[src/rtl/spi_slave_if.sv]
// Signal bundle between an SPI master and the spi_slave frame decoder.
// The slave modport is used by the design; the master modport is used by whatever drives the bus.
interface spi_slave_if #(
  parameter int unsigned ADDR_SIZE = 8
) ();
  logic                   SS_n;
  logic                   MOSI;
  logic                   MISO;
  logic [ADDR_SIZE+1:0]   rx_data;
  logic                   rx_valid;
  logic [ADDR_SIZE-1:0]   tx_data;
  logic                   tx_valid;

  modport slave (
    input  SS_n,
    input  MOSI,
    output MISO,
    output rx_data,
    output rx_valid,
    input  tx_data,
    input  tx_valid
  );

  modport master (
    output SS_n,
    output MOSI,
    input  MISO,
    input  rx_data,
    input  rx_valid,
    output tx_data,
    output tx_valid
  );
endinterface

[src/rtl/spi_slave.sv]
// SPI slave frame decoder: collects {cmd[1:0], payload} frames into rx_data and,
// for read-data frames, shifts the returned tx_data out on MISO MSB-first.
module spi_slave #(
  parameter int unsigned ADDR_SIZE = 8
) (
  input  logic       clk,
  input  logic       rst_n,
  spi_slave_if.slave bus
);

  localparam int unsigned FrameW  = ADDR_SIZE + 2;
  localparam int unsigned CntW    = $clog2(ADDR_SIZE + 2);
  localparam int unsigned TxCntW  = $clog2(ADDR_SIZE + 1);

  typedef enum logic [2:0] {
    StIdle     = 3'd0,
    StChkCmd   = 3'd1,
    StWrite    = 3'd2,
    StReadAdd  = 3'd3,
    StReadData = 3'd4
  } state_e;

  state_e                state_q;
  logic [CntW-1:0]       cnt_q;
  logic [FrameW-1:0]     rx_shreg_q;
  logic [FrameW-1:0]     rx_data_q;
  logic                  rx_valid_q;
  logic [ADDR_SIZE-1:0]  tx_shreg_q;
  logic [TxCntW-1:0]     tx_cnt_q;
  logic                  tx_done_q;
  logic                  miso_q;
  logic                  rd_addr_seen_q;

  logic [FrameW-1:0]     rx_shift;
  logic                  frame_done;
  logic                  tx_valid_hi;

  always_comb begin
    rx_shift    = {rx_shreg_q[FrameW-2:0], bus.MOSI};
    frame_done  = (cnt_q == CntW'(ADDR_SIZE + 1));
    // Only a clean 1 counts; X/Z on tx_valid must not start a transfer.
    tx_valid_hi = (bus.tx_valid === 1'b1);
  end

  always_ff @(posedge clk) begin
    if (!rst_n) begin
      state_q        <= StIdle;
      cnt_q          <= '0;
      rx_shreg_q     <= '0;
      rx_data_q      <= '0;
      rx_valid_q     <= 1'b0;
      tx_shreg_q     <= '0;
      tx_cnt_q       <= '0;
      tx_done_q      <= 1'b0;
      miso_q         <= 1'b0;
      rd_addr_seen_q <= 1'b0;
    end else begin
      rx_valid_q <= 1'b0;
      if (state_q != StIdle && bus.SS_n) begin
        // Abort or normal end of window; rd_addr_seen is deliberately left alone.
        state_q    <= StIdle;
        cnt_q      <= '0;
        tx_shreg_q <= '0;
        tx_cnt_q   <= '0;
        tx_done_q  <= 1'b0;
        miso_q     <= 1'b0;
      end else begin
        unique case (state_q)
          StIdle: begin
            cnt_q <= '0;
            if (!bus.SS_n) state_q <= StChkCmd;
          end
          StChkCmd: begin
            rx_shreg_q <= rx_shift;
            cnt_q      <= '0;
            tx_done_q  <= 1'b0;
            if (!bus.MOSI)          state_q <= StWrite;
            else if (rd_addr_seen_q) state_q <= StReadData;
            else                     state_q <= StReadAdd;
          end
          StWrite, StReadAdd, StReadData: begin
            // Counter saturates at ADDR_SIZE+1 so trailing bits never start a new frame.
            if (!frame_done) begin
              rx_shreg_q <= rx_shift;
              cnt_q      <= cnt_q + 1'b1;
              if (cnt_q == CntW'(ADDR_SIZE)) begin
                rx_data_q  <= rx_shift;
                rx_valid_q <= 1'b1;
                if (state_q == StReadAdd) rd_addr_seen_q <= 1'b1;
              end
            end
            if (state_q == StReadData) begin
              if (tx_cnt_q != '0) begin
                miso_q     <= tx_shreg_q[ADDR_SIZE-1];
                tx_shreg_q <= {tx_shreg_q[ADDR_SIZE-2:0], 1'b0};
                tx_cnt_q   <= tx_cnt_q - 1'b1;
                if (tx_cnt_q == TxCntW'(1)) begin
                  rd_addr_seen_q <= 1'b0;
                  tx_done_q      <= 1'b1;
                end
              end else begin
                miso_q <= 1'b0;
                if (frame_done && !tx_done_q && tx_valid_hi) begin
                  tx_shreg_q <= bus.tx_data;
                  tx_cnt_q   <= TxCntW'(ADDR_SIZE);
                end
              end
            end
          end
          default: state_q <= StIdle;
        endcase
      end
    end
  end

  assign bus.MISO     = miso_q;
  assign bus.rx_data  = rx_data_q;
  assign bus.rx_valid = rx_valid_q;

endmodule
[src/flat_wrapper.sv]
// flat-port wrapper written by rule: the top's interface ports become plain ports
module spi_slave_flat 
#(
  parameter int unsigned ADDR_SIZE = 8
)
  (clk, rst_n, bus_SS_n, bus_MOSI, bus_MISO, bus_rx_data, bus_rx_valid, bus_tx_data, bus_tx_valid);
  spi_slave_if #(.ADDR_SIZE(ADDR_SIZE)) bus_i ();
  input  logic clk;
  input  logic rst_n;
  input wire logic [$bits(bus_i.SS_n)-1:0] bus_SS_n;
  input wire logic [$bits(bus_i.MOSI)-1:0] bus_MOSI;
  output wire logic [$bits(bus_i.MISO)-1:0] bus_MISO;
  output wire logic [$bits(bus_i.rx_data)-1:0] bus_rx_data;
  output wire logic [$bits(bus_i.rx_valid)-1:0] bus_rx_valid;
  input wire logic [$bits(bus_i.tx_data)-1:0] bus_tx_data;
  input wire logic [$bits(bus_i.tx_valid)-1:0] bus_tx_valid;
  assign bus_i.SS_n = bus_SS_n;
  assign bus_i.MOSI = bus_MOSI;
  assign bus_MISO = bus_i.MISO;
  assign bus_rx_data = bus_i.rx_data;
  assign bus_rx_valid = bus_i.rx_valid;
  assign bus_i.tx_data = bus_tx_data;
  assign bus_i.tx_valid = bus_tx_valid;
  spi_slave #(.ADDR_SIZE(ADDR_SIZE)) u_core (.clk(clk), .rst_n(rst_n), .bus(bus_i));
endmodule
[config.mk]
export PLATFORM = sky130hd
export DESIGN_NAME = spi_slave_flat
export DESIGN_NICKNAME = d
export VERILOG_FILES = /design/src/rtl/spi_slave_if.sv /design/src/rtl/spi_slave.sv /design/src/flat_wrapper.sv
export SDC_FILE = /design/constraint.sdc
export NUM_CORES = 1
export LEC_CHECK = 0
export BUFFER_PORTS_ARGS = -buffer_cell sky130_fd_sc_hd__buf_2
export CELL_PAD_IN_SITES_DETAIL_PLACEMENT = 0
export CELL_PAD_IN_SITES_GLOBAL_PLACEMENT = 1
export CORE_MARGIN = 4
export CORE_UTILIZATION = 43
export CTS_CLUSTER_SIZE = 10
export DETAILED_ROUTE_END_ITERATION = 16
export PLACE_DENSITY_LB_ADDON = 0.1
export SLEW_MARGIN = 25
export SYNTH_ARGS = -nofsm -noshare
export SYNTH_HDL_FRONTEND = slang
export SYNTH_SLANG_ARGS = --single-unit
[constraint.sdc]
create_clock -name clk -period 2.1 [get_ports clk]
set_input_delay 0.315 -clock clk [delete_from_list [all_inputs] [get_ports clk]]
set_output_delay 0.315 -clock clk [all_outputs]
set_load 0.01 [all_outputs]
## After elaboration in Yosys (flattened, before gate mapping)

Index checks and enable logic that the tools add are counted.

| cells by class | value |
|---|---|
| add/sub/neg operators | 2 |
| eq/ne operators | 13 |
| multiplexer cells | 24 |
| bitwise logic cells | 4 |
| reductions and logical operators | 22 |

Operators with widths:

| cell | count |
|---|---|
| $pmux 9 s2 | 1 |
| $mux 8 | 2 |
| $mux 4 | 3 |
| $mux 1 | 11 |
| $mux 3 | 3 |
| $mux 9 | 1 |
| $pmux 3 s3 | 1 |
| $eq 4x4->1 const B | 2 |
| $pmux 4 s2 | 1 |
| $reduce_and 2->1 | 4 |
| $reduce_and 4->1 | 2 |
| $eq 3x2->1 const B | 2 |
| $ne 2x1->1 const B | 3 |
| $reduce_and 3->1 | 2 |
| $reduce_bool 2->1 | 3 |
| $add 4x1->4 const B | 1 |
| $eq 4x1->1 const B | 1 |
| $ne 2x2->1 const B | 2 |
| $not 1->1 | 4 |
| $reduce_bool 4->1 | 1 |
| $reduce_or 2->1 | 2 |
| $reduce_or 4->1 | 1 |
| $sub 4x1->4 const B | 1 |
| $eq 3x1->1 const B | 1 |
| other kinds (8) | 10 |

| word-level totals | value |
|---|---|
| bits in registers | 42 |
| bits of input ports | 13 |
| output and inout bits | 12 |
| word-level logic and storage cells | 75 |

## Longest topological paths before layout

| logic depth | value |
|---|---|
| depth after elaboration | 7 |
| gate-level depth with buffers | 7 |
| gate-level depth less buffers | 6 |

## Worst setup path before layout

No wires, ideal clock.

| timing path | value |
|---|---|
| kind | register to register |
| from | register u_core.cnt_q[1] |
| to | register u_core.cnt_q[2] |
| library setup time | 0.060 ns |
| arrival | 1.570 ns |
| data required time | 2.040 ns |
| path slack | 0.470 ns |
| stages on the path, launching flop included | 7 |
| path buffers | 0 |
| period minus slack after synthesis | 1.630 ns |
| cells stage by stage | dfxtp_1 inv_1 ha_1 nand3b_1 a22oi_1 or4b_2 nand2_1 |

| between the ends | value |
|---|---|
| longest elaborated chain between the ends | 3 |
| elaborated cells between the ends (all ways) | 6 |
| those cells by class | add/sub (1); eq/ne (2); mux (2); reduce/logical (1) |

Ends and longest elaborated chain:

| element | RTL line | source |
|---|---|---|
| from (decl) | spi_slave.sv:24 | `logic [CntW-1:0] cnt_q;` |
| from (signal assigned) | spi_slave.sv:85 | `cnt_q <= cnt_q + 1'b1;` |
| $add 4x1->4 / $eq 4x4->1 (equally long branches) | spi_slave.sv:85, spi_slave.sv:40 |  |
| $mux 4 / $ne 2x2->1 (equally long branches) | - |  |
| $pmux 4 s2 / $reduce_and 2->1 (equally long branches) | - |  |

Several ways; a longest one is shown, not always the timed one. The select of a mux whose other input is x is not followed.
A chain may end at the register's enable or synchronous reset.

## Worst setup path in the final report

Ends and elaborated chain as after synthesis.

==> metrics.cfg <==
[cells_and_area]
fin_area_um2=2079
drive_gt1_share_pct=19.20
multi_input_area_um2=889.6
antenna_cells=0
regArea_um2=840.8
final_util_pct=51.25
syn_to_final_growth_pct=13.14
fillers=372
fin_nets=239

[floorplanning]
dieArea_um2=5385
die_w_um=73.38
initial_core_util_pct=45.30
die_h_um=73.38
coreArea_um2=4058
fp-row-count=23
ioPinCount=25

[timing]
drv_slew=0
slew_headroom_pct=56.13
fin_hold_ws_ps=250.3
period_minus_slack_ps=1858
maxClockFrequency_mhz=538.2
setup_viol=0
finClkSkew_ps=3.902
finalHoldViolCount=0
rsz0062_at_grt=no
tns_ps=0
worst_pin_slew_ps=656.4
finalCritPeriodShare_pct=88.48

[logic_synthesis]
synth_area_per_cell_um2=9.144
synth_top_family_by_area=compound AO/OA/AOI/OAI gates
synthMuxAreaShare_pct=9.326
ys_top_cells_by_area=dfxtp_1 (46%), mux2i_1 (8.7%), a21oi_1 (4.6%)
yosysWarnings=0
synth_edf_count=0
synth_xor_area_share_pct=0
synth_cells=201
syn_nets=217
synth_seq_cells=42
yosys.area_share.simple_pct=17.36
synthAdderAreaFrac_pct=2.042
synth-compound-area-share_pct=19.40
netlist_area_um2=1838
synthArstFlopShare_pct=0
synth_cell_types=41
synth_top_area_share_pct=45.75
yosysSeqAreaShare_pct=45.75
synth_top_flop_cell=dfxtp_1
synth_top_area_cell=dfxtp_1

[global_route]
grt_max_degree=21
first_global_vias=1456
grt_usage_pct=15.68
grt_pass1_wl_mm=6.624
antenna_found_initial=0
overflow=0

[drt]
num_vias=1500
avgViaCountPerCell=5.474
wl_per_cell_um=13.88
ant_nets=0
drt_iter0_drc=69
drtPass1Iterations=4
finalWirelength_mm=3.802
drcViolationCount=0

[clocking]
clk_pin_slew_ps=80
cts_htree_levels=2
cts.sinks=42
cts-resized-gates=0
cts_made_buffers=5
cts_buffer_depth=2
cts_hold_buf=0
cts_setup_buffers=0
cts_tree=yes
clk_latency_ps=290
root_buffer=clkbuf_8

[power]
p_int_mw=1.096
p_seq_share_pct=57.4
power.switching_mw=0.3148
vdd_drop_max_mv=0.5043
swShare_pct=22.31
p_comb_share_pct=5.3
power_frac_clock_pct=37.3
p_per_area_nw_per_um2=678.6
p_total_mw=1.411
leakage_nw=0.8211

[hold_path]
hp-class=input pin to register

[placed_design]
place_area_um2=1988
post-dp-hpwl_mm=2.639
io_buffer_count=24
place_congestion=0.7377

[critical_path]
crit_type=register to register
cp-start-kind=register
critPathMaxFanout=6
cp.required_ps=2340
worstPathArrival_ps=2100
endpoint_kind=register

[job]
maxCapViolCount=0

[outcome]
status=finished clean

[Yosys cell counts (2+ instances only)]
cell,number
buf_2,6
dfxtp_1,42
or3_1,3
or4_1,2
ha_1,3
buf_6,2
o211ai_1,3
o21ai_0,17
a22oi_1,2
o31ai_1,3
nor2b_1,3
nand2_1,15
nand4_1,2
nor2_1,9
a311oi_1,7
nor3_1,4
nand4b_1,2
a21oi_1,17
mux2i_1,16
inv_1,8
clkbuf_1,5
nand3_1,11
[flip-flops by register name, summed over array words and instances, names as in the netlist]
signal                 flops
u_core.tx_done_q           1
u_core.bus.rx_valid        1
u_core.bus.MISO            1
u_core.tx_shreg_q          8
u_core.bus.rx_data        10
u_core.rx_shreg_q          9
u_core.state_q             3
u_core.rd_addr_seen_q      1
u_core.tx_cnt_q            4
u_core.cnt_q               4
[through the flow]
step	setup WS, ps	std cells
2_1_floorplan	470.1	201
5_1_grt	156.9	274
3_5_place_dp	281.5	266
4_1_cts	263.8	274
3_3_place_gp	378.5	266
6_report	241.9	274
[path summary, 6_finish.rpt]
path,startpoint,end,slack [ps],cells after the start
setup / recovery,u_core.cnt_q[1],u_core.cnt_q[2],240,6
hold / removal,bus_SS_n,u_core.state_q[0],250,2
setup reg to reg,u_core.cnt_q[1],u_core.cnt_q[2],240,6
hold reg to reg,u_core.tx_done_q,u_core.tx_done_q,450,2
[area by class of cell]
cell class	count	share of cell area (%)
multi-input combinational	136	42.78
sequential	42	40.43
tap	50	3.008
timing repair buffer	30	7.942
clock inverter	1	0.2407
inverter	8	1.444
clock buffer	7	4.152
[power groups by stage]
stage	Clock (mW)	Sequential, mW	Combinational (mW)
6_report	0.527	0.810	0.0744
5_1_grt	0.580	0.811	0.0835
4_1_cts	0.547	0.810	0.0753
3_5_place_dp	0	0.829	0.0749
3_3_place_gp	0	0.828	0.0739
2_1_floorplan	0	0.821	0.0581
[worst max-delay path, cell delays in order (launching register included)]
cell and delay (ps):
dfxtp_1 370, inv_1 90, ha_1 220, nand3b_1 190
a22oi_1 210, or4b_2 640, nand2_1 80
[per-layer routing]
metal  GRT usage [%]  part of all wire (%)  up-vias
li1                -                     -      776
met1           19.31                    47      694
met2           25.82                    47       22
met3           4.788                   3.7        8
met4           5.634                   2.0        0
met5               0                     0        -
[cell usage in the layout (no fill, tap or decap), drive strengths merged]
| cell | netlist | layout |
|---|---|---|
| or4 | 2 | 2 |
| ha | 3 | 3 |
| o31a | 1 | 1 |
| o31ai | 3 | 3 |
| nor4bb | 1 | 1 |
| nor4 | 2 | 2 |
| clkinv | 0 | 1 |
| clkbuf | 5 | 7 |
| a22oi | 2 | 2 |
| o221a | 1 | 1 |
| mux2 | 1 | 1 |
| nor3b | 1 | 1 |
| a21boi | 1 | 1 |
| o21ai | 18 | 18 |
| nand4 | 2 | 2 |
| o41ai | 1 | 1 |
| a21oi | 17 | 17 |
| nand4b | 2 | 2 |
| buf | 10 | 30 |
| nand3b | 1 | 1 |
| nor2 | 9 | 9 |
| mux2i | 16 | 16 |
| nor3 | 4 | 4 |
| a31oi | 1 | 1 |
| o211a | 1 | 1 |
| a311oi | 7 | 7 |
| nand2b | 1 | 1 |
| inv | 8 | 8 |
| or3b | 1 | 1 |
| o21a | 1 | 1 |
| dfxtp | 42 | 42 |
| or4b | 1 | 1 |
| nand2 | 15 | 15 |
| nor2b | 3 | 3 |
| o211ai | 3 | 3 |
| or3 | 3 | 3 |
| nand3 | 11 | 11 |
[cell families (layout without fill, tap and decap cells)]
| logic type | Yosys count | count (layout) |
|---|---|---|
| mux | 17 | 17 |
| compound gates | 57 | 57 |
| fa+ha+maj | 3 | 3 |
| simple gates | 59 | 59 |
| buf+inv | 23 | 46 |
| flops | 42 | 42 |
Note: power is estimated with default switching activity, not from simulation.
